==> config.mk <==
export PLATFORM = sky130hd
export DESIGN_NAME = vx_vec_wb_serializer
export DESIGN_NICKNAME = d
export VERILOG_FILES = /design/src/rtl/vx_vec_wb_serializer.sv
export SDC_FILE = /design/constraint.sdc
export NUM_CORES = 2
export LEC_CHECK = 0
export BUFFER_PORTS_ARGS = -buffer_cell sky130_fd_sc_hd__buf_2
export CAP_MARGIN = 20
export CORE_AREA = 4 4 518 520
export CTS_BUF_LIST = sky130_fd_sc_hd__clkbuf_8
export DETAILED_ROUTE_END_ITERATION = 16
export DIE_AREA = 0 0 522 524
export PLACE_DENSITY = 0.34
export SETUP_SLACK_MARGIN = 0.2
export SLEW_MARGIN = 25
export SYNTH_ARGS = -nofsm -noshare
export SYNTH_HDL_FRONTEND = slang
export SYNTH_SLANG_ARGS = --single-unit
==> constraint.sdc <==
create_clock -name clk -period 2.7 [get_ports clk]
set_input_delay 0.135 -clock clk [delete_from_list [all_inputs] [get_ports clk]]
set_output_delay 0.135 -clock clk [all_outputs]
set_load 0.005 [all_outputs]
==> src/rtl/vx_vec_wb_serializer.sv <==
// vx_vec_wb_serializer
// Takes a whole vector result in a single handshake and emits it as one
// writeback beat per active register lane, in ascending lane order.
// The scalar path takes the writeback slot whenever wb_stall is high.
// Optional build macro: VX_VEC_WB_PERF_EN adds the perf_beats and
// perf_stall_cycles counters. With the macro undefined the ports and
// counters are absent and the datapath is the same.
module vx_vec_wb_serializer #(
   parameter int NUM_THREADS = 4,
   parameter int XLEN        = 32,
   parameter int NUM_LANES   = 8,
   parameter int NR_BITS     = 6,
   parameter int UUID_WIDTH  = 44,
   parameter int ISSUE_WIS_W = 2,
   parameter int PC_BITS     = 30
) (
   input  logic                                  clk,
   input  logic                                  reset,
   input  logic                                  vec_in_valid,
   output logic                                  vec_in_ready,
   input  logic [UUID_WIDTH-1:0]                 vec_in_uuid,
   input  logic [ISSUE_WIS_W-1:0]                vec_in_wis,
   input  logic [NUM_THREADS-1:0]                vec_in_tmask,
   input  logic [PC_BITS-1:0]                    vec_in_PC,
   input  logic [NR_BITS-1:0]                    vec_in_vd,
   input  logic [NUM_LANES-1:0]                  vec_in_lmask,
   input  logic [NUM_LANES*NUM_THREADS*XLEN-1:0] vec_in_data,
   input  logic                                  wb_stall,
   output logic                                  wb_valid,
   output logic [UUID_WIDTH-1:0]                 wb_uuid,
   output logic [ISSUE_WIS_W-1:0]                wb_wis,
   output logic [NUM_THREADS-1:0]                wb_tmask,
   output logic [PC_BITS-1:0]                    wb_PC,
   output logic [NR_BITS-1:0]                    wb_rd,
   output logic [NUM_THREADS*XLEN-1:0]           wb_data,
   output logic                                  wb_sop,
   output logic                                  wb_eop,
   output logic                                  wb_is_vec,
   output logic [NR_BITS-1:0]                    wb_vd,
   output logic [$clog2(NUM_LANES)-1:0]          wb_vd_lane_id,
   output logic [$clog2(NUM_LANES)-1:0]          wb_vd_is_last
`ifdef VX_VEC_WB_PERF_EN
   ,
   output logic [31:0]                           perf_beats,
   output logic [31:0]                           perf_stall_cycles
`endif
);

   localparam int LANEID_BITS = $clog2(NUM_LANES);
   localparam int LANE_W      = NUM_THREADS * XLEN;

   localparam logic [0:0] ST_IDLE = 1'b0;
   localparam logic [0:0] ST_SEND = 1'b1;

   // Index of the lowest set bit; 0 for an empty mask.
   function automatic logic [LANEID_BITS-1:0] lowest_set(input logic [NUM_LANES-1:0] mask);
      logic [LANEID_BITS-1:0] idx;
      idx = '0;
      for (int i = NUM_LANES - 1; i >= 0; i--) begin
         if (mask[i]) begin
            idx = LANEID_BITS'(i);
         end else begin
            idx = idx;
         end
      end
      return idx;
   endfunction

   // Index of the highest set bit; 0 for an empty mask.
   function automatic logic [LANEID_BITS-1:0] highest_set(input logic [NUM_LANES-1:0] mask);
      logic [LANEID_BITS-1:0] idx;
      idx = '0;
      for (int i = 0; i < NUM_LANES; i++) begin
         if (mask[i]) begin
            idx = LANEID_BITS'(i);
         end else begin
            idx = idx;
         end
      end
      return idx;
   endfunction

   logic [0:0]                          state_q, state_d;
   logic [UUID_WIDTH-1:0]               uuid_q, uuid_d;
   logic [ISSUE_WIS_W-1:0]              wis_q, wis_d;
   logic [NUM_THREADS-1:0]              tmask_q, tmask_d;
   logic [PC_BITS-1:0]                  pc_q, pc_d;
   logic [NR_BITS-1:0]                  vd_q, vd_d;
   logic [NUM_LANES-1:0]                pend_q, pend_d;
   logic [NUM_LANES*LANE_W-1:0]         data_q, data_d;
   logic [LANEID_BITS-1:0]              ptr_q, ptr_d;
   logic [LANEID_BITS-1:0]              last_q, last_d;
   logic                                first_q, first_d;

   logic                                fire_s;
   logic                                last_beat_s;
   logic                                accept_s;
   logic [NUM_LANES-1:0]                cur_bit_s;
   logic [NUM_LANES-1:0]                pend_left_s;

   // Beat issue, final-beat detection and the input handshake.
   always_comb begin
      fire_s      = (state_q == ST_SEND) && !wb_stall;
      last_beat_s = fire_s && (ptr_q == last_q);
      accept_s    = vec_in_valid && ((state_q == ST_IDLE) || last_beat_s);
      cur_bit_s   = {{(NUM_LANES-1){1'b0}}, 1'b1} << ptr_q;
      pend_left_s = pend_q & ~cur_bit_s;
   end

   // Next-state: capture on accept, otherwise advance to the next pending lane on issue.
   always_comb begin
      state_d = state_q;
      uuid_d  = uuid_q;
      wis_d   = wis_q;
      tmask_d = tmask_q;
      pc_d    = pc_q;
      vd_d    = vd_q;
      pend_d  = pend_q;
      data_d  = data_q;
      ptr_d   = ptr_q;
      last_d  = last_q;
      first_d = first_q;
      if (accept_s) begin
         uuid_d  = vec_in_uuid;
         wis_d   = vec_in_wis;
         tmask_d = vec_in_tmask;
         pc_d    = vec_in_PC;
         vd_d    = vec_in_vd;
         pend_d  = vec_in_lmask;
         data_d  = vec_in_data;
         ptr_d   = lowest_set(vec_in_lmask);
         last_d  = highest_set(vec_in_lmask);
         first_d = 1'b1;
         // An empty lane mask completes the handshake without producing beats.
         if (vec_in_lmask != {NUM_LANES{1'b0}}) begin
            state_d = ST_SEND;
         end else begin
            state_d = ST_IDLE;
         end
      end else if (fire_s) begin
         pend_d  = pend_left_s;
         ptr_d   = lowest_set(pend_left_s);
         first_d = 1'b0;
         if (last_beat_s) begin
            state_d = ST_IDLE;
         end else begin
            state_d = ST_SEND;
         end
      end else begin
         state_d = state_q;
      end
   end

   // State and capture registers; reset drops any packet in flight.
   always_ff @(posedge clk or negedge reset) begin
      if (!reset) begin
         state_q <= ST_IDLE;
         uuid_q  <= '0;
         wis_q   <= '0;
         tmask_q <= '0;
         pc_q    <= '0;
         vd_q    <= '0;
         pend_q  <= '0;
         data_q  <= '0;
         ptr_q   <= '0;
         last_q  <= '0;
         first_q <= 1'b0;
      end else begin
         state_q <= state_d;
         uuid_q  <= uuid_d;
         wis_q   <= wis_d;
         tmask_q <= tmask_d;
         pc_q    <= pc_d;
         vd_q    <= vd_d;
         pend_q  <= pend_d;
         data_q  <= data_d;
         ptr_q   <= ptr_d;
         last_q  <= last_d;
         first_q <= first_d;
      end
   end

   assign vec_in_ready  = (state_q == ST_IDLE) || last_beat_s;
   assign wb_valid      = fire_s;
   assign wb_is_vec     = fire_s;
   assign wb_sop        = fire_s && first_q;
   assign wb_eop        = last_beat_s;
   assign wb_uuid       = uuid_q;
   assign wb_wis        = wis_q;
   assign wb_tmask      = tmask_q;
   assign wb_PC         = pc_q;
   assign wb_rd         = {NR_BITS{1'b0}};
   assign wb_vd         = vd_q;
   assign wb_vd_lane_id = ptr_q;
   assign wb_vd_is_last = last_q;
   assign wb_data       = data_q[int'(ptr_q) * LANE_W +: LANE_W];

`ifdef VX_VEC_WB_PERF_EN
   logic [31:0] perf_beats_q, perf_beats_d;
   logic [31:0] perf_stall_q, perf_stall_d;

   // Free-running event counters, wrapping modulo 2^32.
   always_comb begin
      if (fire_s) begin
         perf_beats_d = perf_beats_q + 32'd1;
      end else begin
         perf_beats_d = perf_beats_q;
      end
      if ((state_q == ST_SEND) && wb_stall) begin
         perf_stall_d = perf_stall_q + 32'd1;
      end else begin
         perf_stall_d = perf_stall_q;
      end
   end

   // Counter registers.
   always_ff @(posedge clk or negedge reset) begin
      if (!reset) begin
         perf_beats_q <= 32'd0;
         perf_stall_q <= 32'd0;
      end else begin
         perf_beats_q <= perf_beats_d;
         perf_stall_q <= perf_stall_d;
      end
   end

   assign perf_beats        = perf_beats_q;
   assign perf_stall_cycles = perf_stall_q;
`endif

endmodule

==> results of run 1 <==
cell usage after synthesis (3+ instances only):
cell type and count:
o211ai_1 4, clkbuf_1 39, or2_2 3, buf_4 81, nand2b_1 3, buf_6 15
buf_1 7, o22ai_1 3, nand2_1 16, buf_2 66, nor2_1 11, nand3_1 3
inv_1 6, dfrtp_1 1126, mux2_2 449, mux4_2 256, mux2_1 791, nor2b_1 6
a21oi_1 11, o21ai_0 19
metrics by stage:
step | worst slack, ns | utilization, % | cell area [um2] | hold slack [ns] | std cells
2_1_floorplan | 0.6832 | - | 49870 | -0.1606 | 2950
3_3_place_gp | 0.3669 | 23.34 | 61660 | 0.1537 | 7754
3_5_place_dp | 0.3486 | 23.34 | 61660 | 0.1557 | 7754
logic make-up after synthesis:
| logic type | count (synthesis) | synth area share [%] |
|---|---|---|
| multiplexers | 1498 | 39.62 |
| AO/OA/AOI/OAI | 53 | 0.6727 |
| flip-flops | 1126 | 56.52 |
| XOR/XNOR | 3 | 0.08283 |
| other | 1 | 0.007523 |
| AND/OR/NAND/NOR | 50 | 0.4819 |
| buffers and inverters | 214 | 2.613 |
==> results.sh, run 1 <==
export IMPL_postCtsSetupRepairBufs=41
export IMPL_netlist_area_um2=49850
export IMPL_synth_top_cell_area_share_pct=56.52
export IMPL_cts_inserted_buffers=231
export IMPL_clock_sinks=1126
export IMPL_numPortBuffers=1346
export IMPL_hpwl_um=176700
export IMPL_status="stopped before the end"
export IMPL_io_pins=1353
export IMPL_die_w_um=522
export IMPL_avgSynthCellArea_um2=16.93
export IMPL_synth_edff_count=0
export IMPL_root_buffer="clkbuf_8"
export IMPL_cts_resized=375
export IMPL_syn_inst=2945
export IMPL_synth_area_leaders="dfrtp_1 (57%), mux2_1 (18%), mux4_2 (12%)"
export IMPL_lastStage="clock tree synthesis"
export IMPL_initial_core_util_pct=18.87
export IMPL_ys_seq_elements=1126
export IMPL_gp_congestion=0.8134
export IMPL_die_h_um=524
export IMPL_rows=189
export IMPL_ys_warn_count=0
export IMPL_cts_buffer_depth=4
export IMPL_synth_yosys_seq_area_share_pct=56.52
export IMPL_synth_top_area_cell="dfrtp_1"
export IMPL_async_flop_share_pct=100.0
export IMPL_yosysUniqueCellTypes=43
export IMPL_first_error="[ERROR RSZ-0060] Max buffer count reached."
export IMPL_holdBufCountCts=1645
export IMPL_ys_flop_type="dfrtp_1"
export IMPL_htreeDepth=4
==> run 2, diff against run 1 <==
--- a/config.mk
+++ b/config.mk
@@ -7,12 +7,10 @@
 export LEC_CHECK = 0
 export BUFFER_PORTS_ARGS = -buffer_cell sky130_fd_sc_hd__buf_2
 export CAP_MARGIN = 20
-export CORE_AREA = 4 4 518 520
-export CTS_BUF_LIST = sky130_fd_sc_hd__clkbuf_8
+export CORE_AREA = 4 4 524 526
 export DETAILED_ROUTE_END_ITERATION = 16
-export DIE_AREA = 0 0 522 524
-export PLACE_DENSITY = 0.34
-export SETUP_SLACK_MARGIN = 0.2
+export DIE_AREA = 0 0 528 530
+export PLACE_DENSITY_LB_ADDON = 0.15
 export SLEW_MARGIN = 25
 export SYNTH_ARGS = -nofsm -noshare
 export SYNTH_HDL_FRONTEND = slang
==> run 2 against run 1 <==
  * The flow now finishes, with violations (negative setup slack)
  * Synthesized cell count unchanged
  * Area after synthesis unchanged
==> results.sh, run 2 <==
export IMPL_crit_path_end_kind="primary output"
export IMPL_cpMostUsedCell="buf_16"
export IMPL_maxSlewViolCount=0
export IMPL_worstPathArrival_ns=2.87
export IMPL_synth_top_area_cell="dfrtp_1"
export IMPL_cp_cell_sequence="buf_12, buf_16, buf_16, mux4_2, mux2_4, buf_6"
export IMPL_fin_crit_sh_pct=111.3
export IMPL_drive_gt1_share_pct=42.30
export IMPL_htreeDepth=4
export IMPL_final_common_cell="dlygate4sd3_1"
export IMPL_grt_pass1_wl_um=325600
export IMPL_largest_register_ffs=1024
export IMPL_synth_top_cell_area_share_pct=56.52
export IMPL_setup_tns_ns=-25.17
export IMPL_cts_inserted_buffers=153
export IMPL_grt_max_degree=98
export IMPL_drt_first_pass_iters=5
export IMPL_cp_max_fo=7
export IMPL_vias_per_cell=3.952
export IMPL_gr_total_overflow=0
export IMPL_cts_buffer_depth=4
export IMPL_nets=6898
export IMPL_critical_path_required_ns=2.57
export IMPL_maxSlewHeadroom_pct=23.55
export IMPL_setup_viol_count_final=128
export IMPL_yosysMostFrequentCell="dfrtp_1"
export IMPL_area_growth_syn_to_layout_pct=65.21
export IMPL_r2r_cells=8
export IMPL_hold_violations=0
export IMPL_synth_yosys_seq_area_share_pct=56.52
export IMPL_synth_commonest_cells="dfrtp_1 (1126), mux2_1 (791), mux2_2 (449)"
export IMPL_route_detailed_drc=0
export IMPL_instances_no_fill=9536
export IMPL_final_fill_count=27510
export IMPL_die_w_um=528
export IMPL_ir_worst_vdd_v=0.0009611
export IMPL_synth_area_leaders="dfrtp_1 (57%), mux2_1 (18%), mux4_2 (12%)"
export IMPL_violations="negative setup slack"
export IMPL_dp_cells=7787
export IMPL_ant_nets=0
export IMPL_die_h_um=530
export IMPL_hpwl_um=172900
export IMPL_pwr_density_cell_nw_per_um2=1150
export IMPL_first_iter_violations=1467
export IMPL_grt_total_usage_pct=16.21
export IMPL_seq_area_um2=28190
export IMPL_avgSynthCellArea_um2=16.93
export IMPL_finClkSkew_ns=0.05256
export IMPL_total_power_w=0.09467
export IMPL_critPathMaxStageDelay_ns=0.51
export IMPL_vias=37690
export IMPL_rsz0062_at_grt="true"
export IMPL_wl_per_cell_um=24.61
export IMPL_dieArea_um2=279800
export IMPL_ys_warn_count=0
export IMPL_hold_class="primary input to flip-flop"
export IMPL_numPortBuffers=1346
export IMPL_worstSetupStartpointType="flip-flop"
export IMPL_tritoncts="yes"
export IMPL_core_um2=270000
export IMPL_period_minus_slack_ns=3.004
export IMPL_top_register="data_q"
export IMPL_worst_slack_ns=-0.3042
export IMPL_netlist_area_um2=49850
export IMPL_clock_sinks=1126
export IMPL_initial_core_util_pct=18.46
export IMPL_cp_slowest_cell="mux4_2"
export IMPL_worstMarginPinSlew_ns=1.147
export IMPL_clk_pin_slew_ns=0.06
export IMPL_min_path_cells=3
export IMPL_root_buffer="clkbuf_16"
export IMPL_io_pins=1353
export IMPL_layout_common_cells="dlygate4sd3_1 (1333), buf_2 (1271), dfrtp_1 (1123)"
export IMPL_wl_um=234700
export IMPL_rows=191
export IMPL_dp_worst_setup_slack_ns=0.3573
export IMPL_yosysUniqueCellTypes=43
export IMPL_ys_flop_type="dfrtp_1"
export IMPL_multi_input_area_um2=20640
export IMPL_syn_inst=2945
export IMPL_ys_seq_elements=1126
export IMPL_async_flop_share_pct=100.0
export IMPL_antenna_found_initial=119
export IMPL_fmax_mhz=332.9
export IMPL_cap_violations=0
export IMPL_clk_latency_ns=0.83
export IMPL_leakage_nw=36.28
export IMPL_crit_type="flip-flop to primary output"
export IMPL_grt_pass1_vias=42350
export IMPL_status="complete, but fails checks"
export IMPL_gp_congestion=0.8171
export IMPL_synth_edff_count=0
==> run 2: critical path, delay by kind of cell (launching register included) <==
| kind | cells | cell delay, ns |
|---|---|---|
| flops | 1 | 0.48 |
| buf+inv | 4 | 0.66 |
| mux | 2 | 0.88 |
==> run 2: area by class of cell <==
| class | instances | share of cell area [%] |
|---|---|---|
| Timing Repair Buffer | 2879 | 29.08 |
| Inverter | 6 | 0.03190 |
| Tap cell | 3570 | 5.424 |
| Multi-Input combinational cell | 1610 | 25.07 |
| Clock buffer | 227 | 5.474 |
| Sequential cell | 1126 | 34.23 |
| Antenna cell | 82 | 0.2492 |
| Clock inverter | 36 | 0.4527 |
==> run 2: repair_timing <==
action,in CTS,in global routing
pin swaps,0,0
hold buffers,1334,0
resized for setup,148,123
setup buffers,29,14
cloned,23,11
endpoints found under the hold margin,1904,0
endpoints found under the setup margin,128,129
==> run 2: cells by family (layout without fill, tap and decap cells) <==
| family | count (synthesis) | count (layout) | share of synthesized area (%) |
|---|---|---|---|
| other | 1 | 88 | 0.007523 |
| buffers and inverters | 214 | 3148 | 2.613 |
| AND/OR/NAND/NOR | 50 | 50 | 0.4819 |
| XOR/XNOR | 3 | 3 | 0.08283 |
| flip-flops | 1126 | 1126 | 56.52 |
| AO/OA/AOI/OAI | 53 | 53 | 0.6727 |
| multiplexers | 1498 | 1498 | 39.62 |
==> run 2: power by group <==
group	internal, W	switching (W)	leakage [nW]
clock	0.0118	0.00823	2.41
sequential	0.0256	0.00559	13.5
combinational	0.0247	0.0186	20.4
==> run 2: final timing paths <==
check | startpoint | to | slack (ns)
max reg2reg | wb_vd_lane_id[0] | data_q[201] | 0.16
max | wb_vd_lane_id[0] | wb_data[91] | -0.30
min reg2reg | data_q[832] | data_q[832] | 0.48
min in group asynchronous | reset | data_q[478] | 0.23
max in group asynchronous | reset | data_q[774] | 1.87
min | vec_in_data[636] | data_q[636] | 0.11
==> run 2: stage by stage <==
stage | utilization, % | cell area [um2] | hold slack, ns
after floorplan | - | 49870 | -0.1606
after global placement | 22.83 | 61650 | 0.2124
after detailed placement | 22.83 | 61650 | 0.2087
after CTS | 30.17 | 81490 | 0.0002063
after global routing | 30.47 | 82300 | 0.02721
final | 30.50 | 82360 | 0.1081
==> run 2: routing by layer <==
metal  share of wire (%)  global-route usage [%]  vias up
li1                    -                       -    16850
met4                 2.8                   4.954       28
met3                 7.1                   4.890      321
met2                  48                   27.44     1253
met5               0.076                       0        -
met1                  42                   19.78    19240
(Power assumes the default switching activity.)
